File: src/rtl/input_cond_pkg.sv
// Shared types, constants and helpers for the input conditioning front-end.
// Default timings assume a 50 MHz mclk.
package input_cond_pkg;

    function automatic int unsigned clog2(input int unsigned value);
        int unsigned res;
        res = 0;
        for (int i = 0; i < 32; i++) begin
            if ((64'(1) << i) < 64'(value)) res = i + 1;
        end
        return res;
    endfunction

    typedef enum logic [1:0] {
        ST_IDLE   = 2'd0,
        ST_HOLD   = 2'd1,
        ST_REPEAT = 2'd2
    } rep_state_e;

    localparam int unsigned DEF_DEBOUNCE_CYCLES = 500000;    // 10 ms
    localparam int unsigned DEF_REPEAT_DELAY    = 25000000;  // 500 ms
    localparam int unsigned DEF_REPEAT_RATE     = 5000000;   // 100 ms

endpackage

File: src/rtl/debounce_ch.sv
// One conditioning channel: synchroniser, counter debounce and registered
// rise/fall pulses aligned with the first cycle of the new level.
module debounce_ch
    import input_cond_pkg::*;
#(
    parameter int unsigned SYNC_STAGES     = 2,
    parameter int unsigned DEBOUNCE_CYCLES = DEF_DEBOUNCE_CYCLES
) (
    input  logic mclk,
    input  logic rst,
    input  logic raw,
    output logic level,
    output logic rise,
    output logic fall
);

    localparam int unsigned CW = clog2(DEBOUNCE_CYCLES + 1);
    localparam logic [CW-1:0] C_LAST = CW'(DEBOUNCE_CYCLES - 1);

    logic [SYNC_STAGES-1:0] sync_q;
    logic                   s;
    logic                   q_q;
    logic [CW-1:0]          c_q;
    logic                   rise_q;
    logic                   fall_q;
    logic                   accept;

    assign s      = sync_q[SYNC_STAGES-1];
    assign accept = (s != q_q) && (c_q == C_LAST);

    always_ff @(posedge mclk) begin
        if (rst) begin
            sync_q <= '0;
            q_q    <= 1'b0;
            c_q    <= '0;
            rise_q <= 1'b0;
            fall_q <= 1'b0;
        end else begin
            sync_q <= {sync_q[SYNC_STAGES-2:0], raw};
            rise_q <= accept && s;
            fall_q <= accept && !s;
            if (s == q_q) begin
                c_q <= '0;
            end else if (accept) begin
                q_q <= s;
                c_q <= '0;
            end else begin
                c_q <= c_q + CW'(1);
            end
        end
    end

    assign level = q_q;
    assign rise  = rise_q;
    assign fall  = fall_q;

endmodule

File: src/rtl/input_cond.sv
// Debounced switch and push-button front-end with per-button auto-repeat.
// Produces clean levels plus one-cycle change/press/release pulses.
module input_cond
    import input_cond_pkg::*;
#(
    parameter int unsigned     N_SW            = 8,
    parameter int unsigned     N_BTN           = 4,
    parameter int unsigned     SYNC_STAGES     = 2,
    parameter int unsigned     DEBOUNCE_CYCLES = DEF_DEBOUNCE_CYCLES,
    parameter int unsigned     REPEAT_DELAY    = DEF_REPEAT_DELAY,
    parameter int unsigned     REPEAT_RATE     = DEF_REPEAT_RATE,
    parameter logic [N_BTN-1:0] REPEAT_MASK    = '0
) (
    input  logic             mclk,
    input  logic             rst,
    input  logic [N_SW-1:0]  sw_in,
    input  logic [N_BTN-1:0] btn_in,
    output logic [N_SW-1:0]  sw_out,
    output logic [N_SW-1:0]  sw_change,
    output logic [N_BTN-1:0] btn_level,
    output logic [N_BTN-1:0] btn_press,
    output logic [N_BTN-1:0] btn_release
);

    localparam int unsigned R_MAX = (REPEAT_DELAY > REPEAT_RATE) ? REPEAT_DELAY : REPEAT_RATE;
    localparam int unsigned RW    = clog2(R_MAX + 1);
    localparam logic [RW-1:0] R_DELAY_LAST = RW'(REPEAT_DELAY - 1);
    localparam logic [RW-1:0] R_RATE_LAST  = RW'(REPEAT_RATE - 1);

    logic [N_SW-1:0]  sw_rise;
    logic [N_SW-1:0]  sw_fall;
    logic [N_BTN-1:0] btn_rise;

    for (genvar i = 0; i < N_SW; i++) begin : g_sw
        debounce_ch #(
            .SYNC_STAGES    (SYNC_STAGES),
            .DEBOUNCE_CYCLES(DEBOUNCE_CYCLES)
        ) u_deb (
            .mclk (mclk),
            .rst  (rst),
            .raw  (sw_in[i]),
            .level(sw_out[i]),
            .rise (sw_rise[i]),
            .fall (sw_fall[i])
        );
    end

    assign sw_change = sw_rise | sw_fall;

    for (genvar i = 0; i < N_BTN; i++) begin : g_btn
        rep_state_e    state_q, state_d;
        logic [RW-1:0] r_q, r_d;
        logic          rep_q, rep_d;

        debounce_ch #(
            .SYNC_STAGES    (SYNC_STAGES),
            .DEBOUNCE_CYCLES(DEBOUNCE_CYCLES)
        ) u_deb (
            .mclk (mclk),
            .rst  (rst),
            .raw  (btn_in[i]),
            .level(btn_level[i]),
            .rise (btn_rise[i]),
            .fall (btn_release[i])
        );

        // The FSM observes acceptance one cycle late through the rise pulse, so
        // HOLD starts with r=1; a release is caught by masking with the level.
        always_comb begin
            state_d = state_q;
            r_d     = r_q;
            rep_d   = 1'b0;
            unique case (state_q)
                ST_IDLE: begin
                    r_d = '0;
                    if (REPEAT_MASK[i] && btn_rise[i]) begin
                        if (REPEAT_DELAY == 1) begin
                            rep_d   = 1'b1;
                            state_d = ST_REPEAT;
                        end else begin
                            r_d     = RW'(1);
                            state_d = ST_HOLD;
                        end
                    end
                end
                ST_HOLD: begin
                    if (!btn_level[i]) begin
                        state_d = ST_IDLE;
                        r_d     = '0;
                    end else if (r_q == R_DELAY_LAST) begin
                        rep_d   = 1'b1;
                        r_d     = '0;
                        state_d = ST_REPEAT;
                    end else begin
                        r_d = r_q + RW'(1);
                    end
                end
                ST_REPEAT: begin
                    if (!btn_level[i]) begin
                        state_d = ST_IDLE;
                        r_d     = '0;
                    end else if (r_q == R_RATE_LAST) begin
                        rep_d = 1'b1;
                        r_d   = '0;
                    end else begin
                        r_d = r_q + RW'(1);
                    end
                end
                default: begin
                    state_d = ST_IDLE;
                    r_d     = '0;
                end
            endcase
        end

        always_ff @(posedge mclk) begin
            if (rst) begin
                state_q <= ST_IDLE;
                r_q     <= '0;
                rep_q   <= 1'b0;
            end else begin
                state_q <= state_d;
                r_q     <= r_d;
                rep_q   <= rep_d;
            end
        end

        assign btn_press[i] = btn_rise[i] | (rep_q & btn_level[i]);
    end

endmodule

File: config.mk
export PLATFORM = sky130hd
export DESIGN_NAME = input_cond
export DESIGN_NICKNAME = d
export VERILOG_FILES = /design/src/rtl/input_cond_pkg.sv /design/src/rtl/debounce_ch.sv /design/src/rtl/input_cond.sv
export SDC_FILE = /design/constraint.sdc
export NUM_CORES = 1
export LEC_CHECK = 0
export BUFFER_PORTS_ARGS = -buffer_cell sky130_fd_sc_hd__buf_2
export CORE_ASPECT_RATIO = 1.75
export CORE_MARGIN = 2
export CORE_UTILIZATION = 50
export CTS_CLUSTER_SIZE = 16
export DETAILED_ROUTE_END_ITERATION = 8
export HOLD_SLACK_MARGIN = 0.05
export PLACE_DENSITY = 0.71
export SLEW_MARGIN = 20
export SYNTH_ARGS = -nofsm -noshare
export SYNTH_HDL_FRONTEND = slang
export SYNTH_SLANG_ARGS = --single-unit
File: constraint.sdc
create_clock -name mclk -period 2.6 [get_ports mclk]
set_clock_uncertainty 0.15 [all_clocks]
set_input_delay 0.13 -clock mclk [delete_from_list [all_inputs] [get_ports mclk]]
set_output_delay 0.13 -clock mclk [all_outputs]
set_load 0.02 [all_outputs]
==> results of run 1 <==
-- worst max-delay path by stage --
stage | from | cells after the start | end
after global placement | g_btn[2].u_deb.c_q[11] | 4 | g_btn[2].u_deb.c_q[14]
final | g_btn[2].u_deb.c_q[11] | 4 | g_btn[2].u_deb.c_q[4]
after detailed placement | g_btn[2].u_deb.c_q[11] | 4 | g_btn[2].u_deb.c_q[4]
after global routing | g_btn[2].u_deb.c_q[11] | 4 | g_btn[2].u_deb.c_q[8]
after floorplan | g_btn[2].u_deb.c_q[11] | 5 | g_btn[2].u_deb.c_q[10]
after CTS | g_btn[2].u_deb.c_q[11] | 4 | g_btn[2].u_deb.c_q[4]
-- per-stage QoR --
stage          setup slack, ps  util [%]  hold slack [ps]  std cells  power (mW)
6_report                   257      57.2              278       1771        8.84
3_5_place_dp               256      52.3              196       1699        4.65
5_1_grt                    139      57.2              263       1771        9.14
3_3_place_gp               310      52.3              189       1699        4.65
2_1_floorplan              438         -              108       1388        4.61
4_1_cts                    247      57.2              249       1771        8.95
-- repair_timing --
item | in CTS | in global routing
hold buffers | 23 | 0
endpoints found under the hold margin | 34 | 0
endpoints found under the setup margin | 0 | 0
-- layer usage --
layer | wire length [um] | up-vias | global-route usage, %
li1 | - | 4986 | -
met1 | 9560 | 4628 | 19.5
met2 | 13000 | 121 | 36.9
met3 | 651 | 45 | 2.22
met4 | 709 | 0 | 8.15
met5 | 0 | - | 0
-- synth_stat cells (25+ instances only) --
master	count	area share [%]
nor2_1	190	5.7
or4_1	38	2.3
clkbuf_1	25	0.75
xnor2_1	89	6.3
or3_1	36	1.8
nand2_1	76	2.3
a21oi_1	57	2.3
nand4_1	56	2.8
inv_1	45	1.4
xor2_1	74	5.2
dfxtp_1	288	46
nor2b_1	25	1.3
o21ai_0	28	1.1
nor3_1	25	1.0
nor4_1	58	2.9
nand3_1	82	3.3
-- worst reg2reg max path, cell delays in order (launching register included) --
cell	delay (ps)
dfxtp_1	350
or4b_1	560
or4_4	570
o211ai_4	470
nor2_1	110
-- kinds of logic after synthesis --
logic type / Yosys count / synth area share (%)
flops: 288 / 46.3
buf+inv: 103 / 4.03
fa+ha+maj: 12 / 1.21
compound gates: 140 / 7.30
xor+xnor: 163 / 11.5
simple gates: 681 / 29.6
mux: 1 / 0.0804
-- layout make-up --
type / instances / area share, %
clock buffers: 35 / 5.46
flip-flops and latches: 288 / 41.1
repair buffers: 80 / 3.96
inverters: 45 / 1.20
well taps: 312 / 2.78
multi-input cells: 997 / 44.0
clock inverters: 14 / 1.48
-- sequential cells by signal, indices dropped and copies added (netlist names) --
| name | count |
|---|---|
| g_sw.u_deb.c_q | 152 |
| g_btn.u_deb.c_q | 76 |
| g_sw.u_deb.rise | 8 |
| g_sw.u_deb.fall | 8 |
| g_sw.u_deb.level | 8 |
| g_btn.u_deb.sync_q | 8 |
| g_btn.u_deb.level | 4 |
| g_btn.u_deb.fall | 4 |
| g_btn.u_deb.rise | 4 |
| g_sw.u_deb.sync_q | 16 |
-- power breakdown --
part | switching, mW | total, mW | internal, mW
Clock | 1.69 | 4.26 | 2.58
Sequential | 0.0156 | 4.45 | 4.43
Combinational | 0.0698 | 0.128 | 0.0579
==> flow_summary.ini, run 1 <==
[layout]
antenna_cells = 0
seq_area_um2 = 5770
nets = 1465
syn2layout_area_growth_pct = 12.7
finalInstanceArea_um2 = 14000
final_common_cell = dfxtp_1
n_fill_cell = 2217
drive_gt1_share_pct = 9.60
multi_input_comb_area_um2 = 6180
layout_common_cells = 288 x dfxtp_1, 190 x nor2_1, 89 x xnor2_1

[detailed_routing]
first_pass_iters = 4
detail_route.wl_per_cell_um = 13.5
avgViaCountPerCell = 5.52
drtIter0Drc = 374
drtAntennaViolNets = 0
remaining_drc_errors = 0
wl_um = 24000
vias = 9780

[global_routing]
grt_pass1_vias = 9745
grt_pass1_wl_um = 41700
track_usage_pct = 18.9
antenna_found_initial = 0
overflow = 0
grt_max_degree = 34

[placed_design]
dpl_cell_area_um2 = 12800
globalplace.congestion = 0.845
dp_hpwl_um = 16500
port_buffers = 41

[setup_path]
r2r_setup_slack_ps = 260
r2r_start = g_btn[2].u_deb.c_q[11]
r2r_cells = 4
critPathCaptureType = register
critPathBufInv = 0
startpoint_type = register
worstReg2RegEnd = g_btn[2].u_deb.c_q[4]
arrival_ps = 2590
cp_slowest_cell = or4_4
crit_path_cell_trace = or4b_1, or4_4, o211ai_4, nor2_1
path_max_fanout = 18
crit_path_max_incr_delay_ps = 570
critPathKind = register to register
crit_family = simple AND/OR/NAND/NOR gates
crit_required_ps = 2850

[sta]
relSlewSlack_pct = 59.1
setup_viol = 0
finalCriticalPeriod_ps = 2340
worst_slew_pin_slew_ps = 607
slew_violations = 0
rsz0062_at_grt = false
finalHoldViolations = 0
tns_ps = 0
fmax_mhz = 427
fin_crit_sh_pct = 90.1

[floorplanning]
rows = 76
ioPinCount = 42
start_util_pct = 50.7
die-area_um2 = 26200
coreArea_um2 = 24500
die_h_um = 213
die_x_um = 123

[pwr]
power_density_nw_per_um2 = 630
leakage_nw = 4.46
peakVddDrop_mv = 0.522

[yosys]
synth-seq-cells = 288
synth.avg_cell_area_um2 = 8.97
synth_cell_types = 55
synth-edff-count = 0
yosysSeqAreaShare_pct = 46.3
syn-cell-area_um2 = 12400
syn_inst = 1388
syn_nets = 1414
synth_ff_type = dfxtp_1
yosysWarningCount = 0
synth-async-reset-ratio_pct = 0

[clock_tree]
clk_pin_slew_ps = 70
postCtsSetupRepairBufs = 0
cts_buffers = 27
cts_tree = yes
clock-sinks = 288
cts_root_buf = clkbuf_16
cts_resized = 0
clockBufferDepth = 3
h-tree-depth = 1
clock_latency_ps = 540

[run_status]
status = completed

[hold_path]
hold_end = g_sw[4].u_deb.sync_q[0]
hold_depth = 3
hold_class = primary input to register
min_from = sw_in[4]

[job]
maxCapViolCount = 0
Power figures use the tool's default switching activity.
==> run 2: changes to the inputs <==
--- a/config.mk
+++ b/config.mk
@@ -7,4 +7,5 @@
 export LEC_CHECK = 0
 export BUFFER_PORTS_ARGS = -buffer_cell sky130_fd_sc_hd__buf_2
+export CAP_MARGIN = 40
 export CORE_ASPECT_RATIO = 1.75
 export CORE_MARGIN = 2
==> constraint.sdc (replaced) <==
create_clock -name mclk -period 2.6 [get_ports mclk]
set_clock_uncertainty 0.15 [all_clocks]
set_input_delay 0.26 -clock mclk [delete_from_list [all_inputs] [get_ports mclk]]
set_output_delay 0.26 -clock mclk [all_outputs]
set_load 0.02 [all_outputs]
==> run 2 against run 1 <==
Against the previous run:
- sequential share of layout area rose by 0.32 points
- core utilization fell by 0.45 points
- sequential cell count did not move
- register-to-register slack barely moved
- via count fell by 0.79%
- total power fell by 0.15%
- clock power barely moved
- global-route usage fell by 0.15 points
- count of clock-buffer cells in the layout did not move
- sequential power barely moved
- die area did not move
==> flow_summary.ini, run 2 (same netlist as run 1, synthesis figures left out) <==
[global_routing]
grt_pass1_vias = 9662
grt_pass1_wl_um = 41400
track_usage_pct = 18.7
antenna_found_initial = 0
overflow = 0
grt_max_degree = 34

[setup_path]
critPathCaptureType = register
crit_path_max_incr_delay_ps = 570
arrival_ps = 2580
startpoint_type = register
crit_path_cell_trace = or4b_1, or4_4, o211ai_4, nor2_1
path_max_fanout = 18
cp_slowest_cell = or4_4
r2r_start = g_btn[2].u_deb.c_q[11]
critPathKind = register to register
crit_required_ps = 2850
crit_start = g_btn[2].u_deb.c_q[11]

[layout]
finalInstanceArea_um2 = 13900
layout_common_cells = 288 x dfxtp_1, 190 x nor2_1, 89 x xnor2_1
drive_gt1_share_pct = 9.67
reg_top3 = g_sw.u_deb.c_q (152), g_btn.u_deb.c_q (76), g_sw.u_deb.sync_q (16)
post-route-util_pct = 56.7
final_common_cell = dfxtp_1
seq_area_um2 = 5770
multi_input_comb_area_um2 = 6180
syn2layout_area_growth_pct = 11.9
fin_cells = 1760
nets = 1454
antenna_cells = 0
n_fill_cell = 2225
largest_reg_flops = 152
top_register = g_sw.u_deb.c_q

[floorplanning]
die_x_um = 123
rows = 76
die-area_um2 = 26200
start_util_pct = 50.7
ioPinCount = 42
die_h_um = 213
coreArea_um2 = 24500

[job]
maxCapViolCount = 0

[clock_tree]
cts_resized = 0
clockBufferDepth = 3
cts_tree = yes
clock-sinks = 288
h-tree-depth = 1
cts_root_buf = clkbuf_16
clk_pin_slew_ps = 70
postCtsSetupRepairBufs = 0
clock_latency_ps = 540
cts_buffers = 27

[sta]
setup_viol = 0
worst_slack_ps = 271
finalHoldViolations = 0
tns_ps = 0
slew_violations = 0
fin_crit_sh_pct = 89.6
finalCriticalPeriod_ps = 2330
worst_slew_pin_slew_ps = 613
holdWs_ps = 141
relSlewSlack_pct = 58.8
rsz0062_at_grt = false
fmax_mhz = 429

[detailed_routing]
avgViaCountPerCell = 5.51
detail_route.wl_per_cell_um = 13.5
remaining_drc_errors = 0
first_pass_iters = 4
wl_um = 23800
drtAntennaViolNets = 0
drtIter0Drc = 394
vias = 9703

[hold_path]
min_from = rst
hold_class = primary input to register

[placed_design]
port_buffers = 41
dpl.cell_count = 1699
pre_cts_ws_ps = 256
dp_hpwl_um = 16500
dpl_cell_area_um2 = 12800
globalplace.congestion = 0.845

[pwr]
leakage_nw = 4.40
peakVddDrop_mv = 0.521
power_density_nw_per_um2 = 634
totalPowerFinal_mw = 8.83

[run_status]
status = completed
run 2: cell count changes in the layout (fill, tap and decap cells not counted):
cell | before | now
dlygate4sd3_1 | 23 | 12
run 2: routing by layer:
metal / GRT usage, % / vias to the layer above / part of all wire (%)
met4: 8.27 / 0 / 3.0
met1: 19.4 / 4575 / 40
met3: 2.22 / 45 / 2.8
li1: - / 4965 / -
met2: 36.5 / 118 / 54
met5: 0 / - / 0
run 2: path summary, 6_finish.rpt:
check	slack [ps]	to	depth (start not counted)
worst max-delay path	270	g_btn[2].u_deb.c_q[4]	4
worst min-delay path	140	g_sw[1].u_deb.level	4
worst max register to register	270	g_btn[2].u_deb.c_q[4]	4
worst min register to register	290	g_sw[5].u_deb.sync_q[1]	1
run 2: area by class of cell:
type / instances / area share, %
timing repair buffer: 69 / 3.20
multi-input combinational: 997 / 44.4
sequential: 288 / 41.4
tap: 312 / 2.80
inverter: 45 / 1.21
clock inverter: 14 / 1.49
clock buffer: 35 / 5.50
run 2: critical path, delay by kind of cell (launching register included):
| family | cells | cell delay (ps) |
|---|---|---|
| AOI/OAI and AO/OA | 1 | 460 |
| and+or+nand+nor | 3 | 1240 |
| DFF | 1 | 350 |
run 2: report_power, final:
part / total (mW) / internal (mW) / switching (mW) / leakage, nW
Combinational: 0.115 / 0.0472 / 0.0674 / 1.59
Clock: 4.26 / 2.58 / 1.69 / 0.477
Sequential: 4.45 / 4.43 / 0.0156 / 2.32
run 2: what timing repair did:
action | 4_1_cts | 5_1_grt
endpoints found under the setup margin | 0 | 0
hold endpoints to repair | 12 | 0
hold buffers | 12 | 0
==> run 3: changes to the inputs <==
CTS_BUF_LIST = sky130_fd_sc_hd__clkbuf_16   (was not set)
==> run 3 against run 2 <==
Against the previous run:
- count of clock-buffer cells in the layout down 8
- routed wire length down 0.38%
- worst setup slack better by 7.1 ps
- largest cell class unchanged
==> flow_summary.ini, run 3 (same netlist as run 1, synthesis figures left out) <==
[run_status]
status = completed

[job]
maxCapViolCount = 0

[layout]
layout_common_cells = 288 x dfxtp_1, 190 x nor2_1, 89 x xnor2_1
largest_reg_flops = 152
antenna_cells = 0
nets = 1454
final_common_cell = dfxtp_1
drive_gt1_share_pct = 9.25
multi_input_comb_area_um2 = 6180
syn2layout_area_growth_pct = 11.4
reg_top3 = g_sw.u_deb.c_q (152), g_btn.u_deb.c_q (76), g_sw.u_deb.sync_q (16)
fin_cells = 1760
top_register = g_sw.u_deb.c_q
seq_area_um2 = 5770
n_fill_cell = 2247

[hold_path]
hold_class = primary input to register
hold_depth = 4
hold_end = g_sw[1].u_deb.level
min_from = rst

[detailed_routing]
detail_route.wl_per_cell_um = 13.5
first_pass_iters = 6
drtAntennaViolNets = 0
remaining_drc_errors = 0
vias = 9711
wl_um = 23700
avgViaCountPerCell = 5.52
drtIter0Drc = 426

[floorplanning]
die_x_um = 123
rows = 76
die-area_um2 = 26200
start_util_pct = 50.7
ioPinCount = 42
die_h_um = 213
coreArea_um2 = 24500

[setup_path]
arrival_ps = 2570
critPathCaptureType = register
critPathKind = register to register
r2r_start = g_btn[2].u_deb.c_q[11]
path_max_fanout = 18
r2r_setup_slack_ps = 280
startpoint_type = register
crit_required_ps = 2850
r2r_cells = 4
crit_start = g_btn[2].u_deb.c_q[11]
worstReg2RegEnd = g_btn[2].u_deb.c_q[4]

[pwr]
seq_power_share_pct = 51.6
clkPwrFrac_pct = 47.1
p_int_mw = 6.87
p_sw_mw = 1.75
netSwitchingFraction_pct = 20.3
comb_power_share_pct = 1.3
leakage_nw = 4.37
power_density_nw_per_um2 = 622
peakVddDrop_mv = 0.516
totalPowerFinal_mw = 8.62

[global_routing]
track_usage_pct = 18.6
grt_pass1_wl_um = 41200
overflow = 0
grt_max_degree = 34
grt_pass1_vias = 9688
antenna_found_initial = 0

[placed_design]
port_buffers = 41
dpl.cell_count = 1699
globalplace.congestion = 0.845
dp_hpwl_um = 16500
pre_cts_ws_ps = 256

[clock_tree]
clockBufferDepth = 3
hold_buffers = 12
clock_latency_ps = 530
clk_pin_slew_ps = 70
cts_root_buf = clkbuf_16
cts_resized = 0
h-tree-depth = 1
cts_buffers = 27
clock-sinks = 288
postCtsSetupRepairBufs = 0
cts_tree = yes

[sta]
fmax_mhz = 431
fin_crit_sh_pct = 89.3
tns_ps = 0
worst_slack_ps = 278
finalCriticalPeriod_ps = 2320
finalHoldViolations = 0
worst_slew_pin_slew_ps = 621
slew_violations = 0
rsz0062_at_grt = false
relSlewSlack_pct = 58.3
setup_viol = 0
==> run 3: cell count changes in the layout (fill, tap and decap cells not counted) <==
cell	delta
clkbuf_8	-6
inv_1	+2
clkinv_1	+6
clkbuf_1	-2
==> run 3: worst max-delay path by stage <==
stage                                  end  slack, ps
global route         g_btn[2].u_deb.c_q[8]        140
global placement    g_btn[2].u_deb.c_q[14]        310
finish               g_btn[2].u_deb.c_q[4]        280
CTS                  g_btn[2].u_deb.c_q[4]        240
floorplan           g_btn[2].u_deb.c_q[10]        440
detailed placement   g_btn[2].u_deb.c_q[4]        260
==> run 3: layer usage <==
metal | GRT usage (%) | routed length, um | vias to the layer above
met5 | 0 | 0 | -
met4 | 8.39 | 725 | 0
met3 | 2.11 | 747 | 48
met2 | 36.3 | 12800 | 126
met1 | 19.2 | 9430 | 4570
li1 | - | - | 4967
==> run 3: power groups by stage <==
stage | Sequential, mW | Combinational [mW] | Clock (mW)
floorplan | 4.54 | 0.0671 | 0
global placement | 4.55 | 0.101 | 0
detailed placement | 4.55 | 0.103 | 0
CTS | 4.45 | 0.117 | 4.19
global route | 4.45 | 0.128 | 4.35
finish | 4.45 | 0.114 | 4.06
==> run 3: layout make-up <==
cell class	count	share of cell area [%]
multi-input cells	997	44.6
flip-flops and latches	288	41.6
clock buffers	27	4.87
repair buffers	69	3.21
well taps	312	2.82
clock inverters	22	1.72
inverters	45	1.22
==> run 3: critical path, stage by stage (launching register included) <==
cell and delay (ps):
dfxtp_1 360, or4b_1 550, or4_4 570, o211ai_4 450, nor2_1 110
==> run 3: stage by stage <==
step | area (um2) | utilization [%] | hold slack (ps)
2_1_floorplan | 12400 | - | 238
3_3_place_gp | 12800 | 52.3 | 269
3_5_place_dp | 12800 | 52.3 | 274
4_1_cts | 13900 | 56.5 | 123
5_1_grt | 13900 | 56.5 | 151
6_report | 13900 | 56.5 | 140
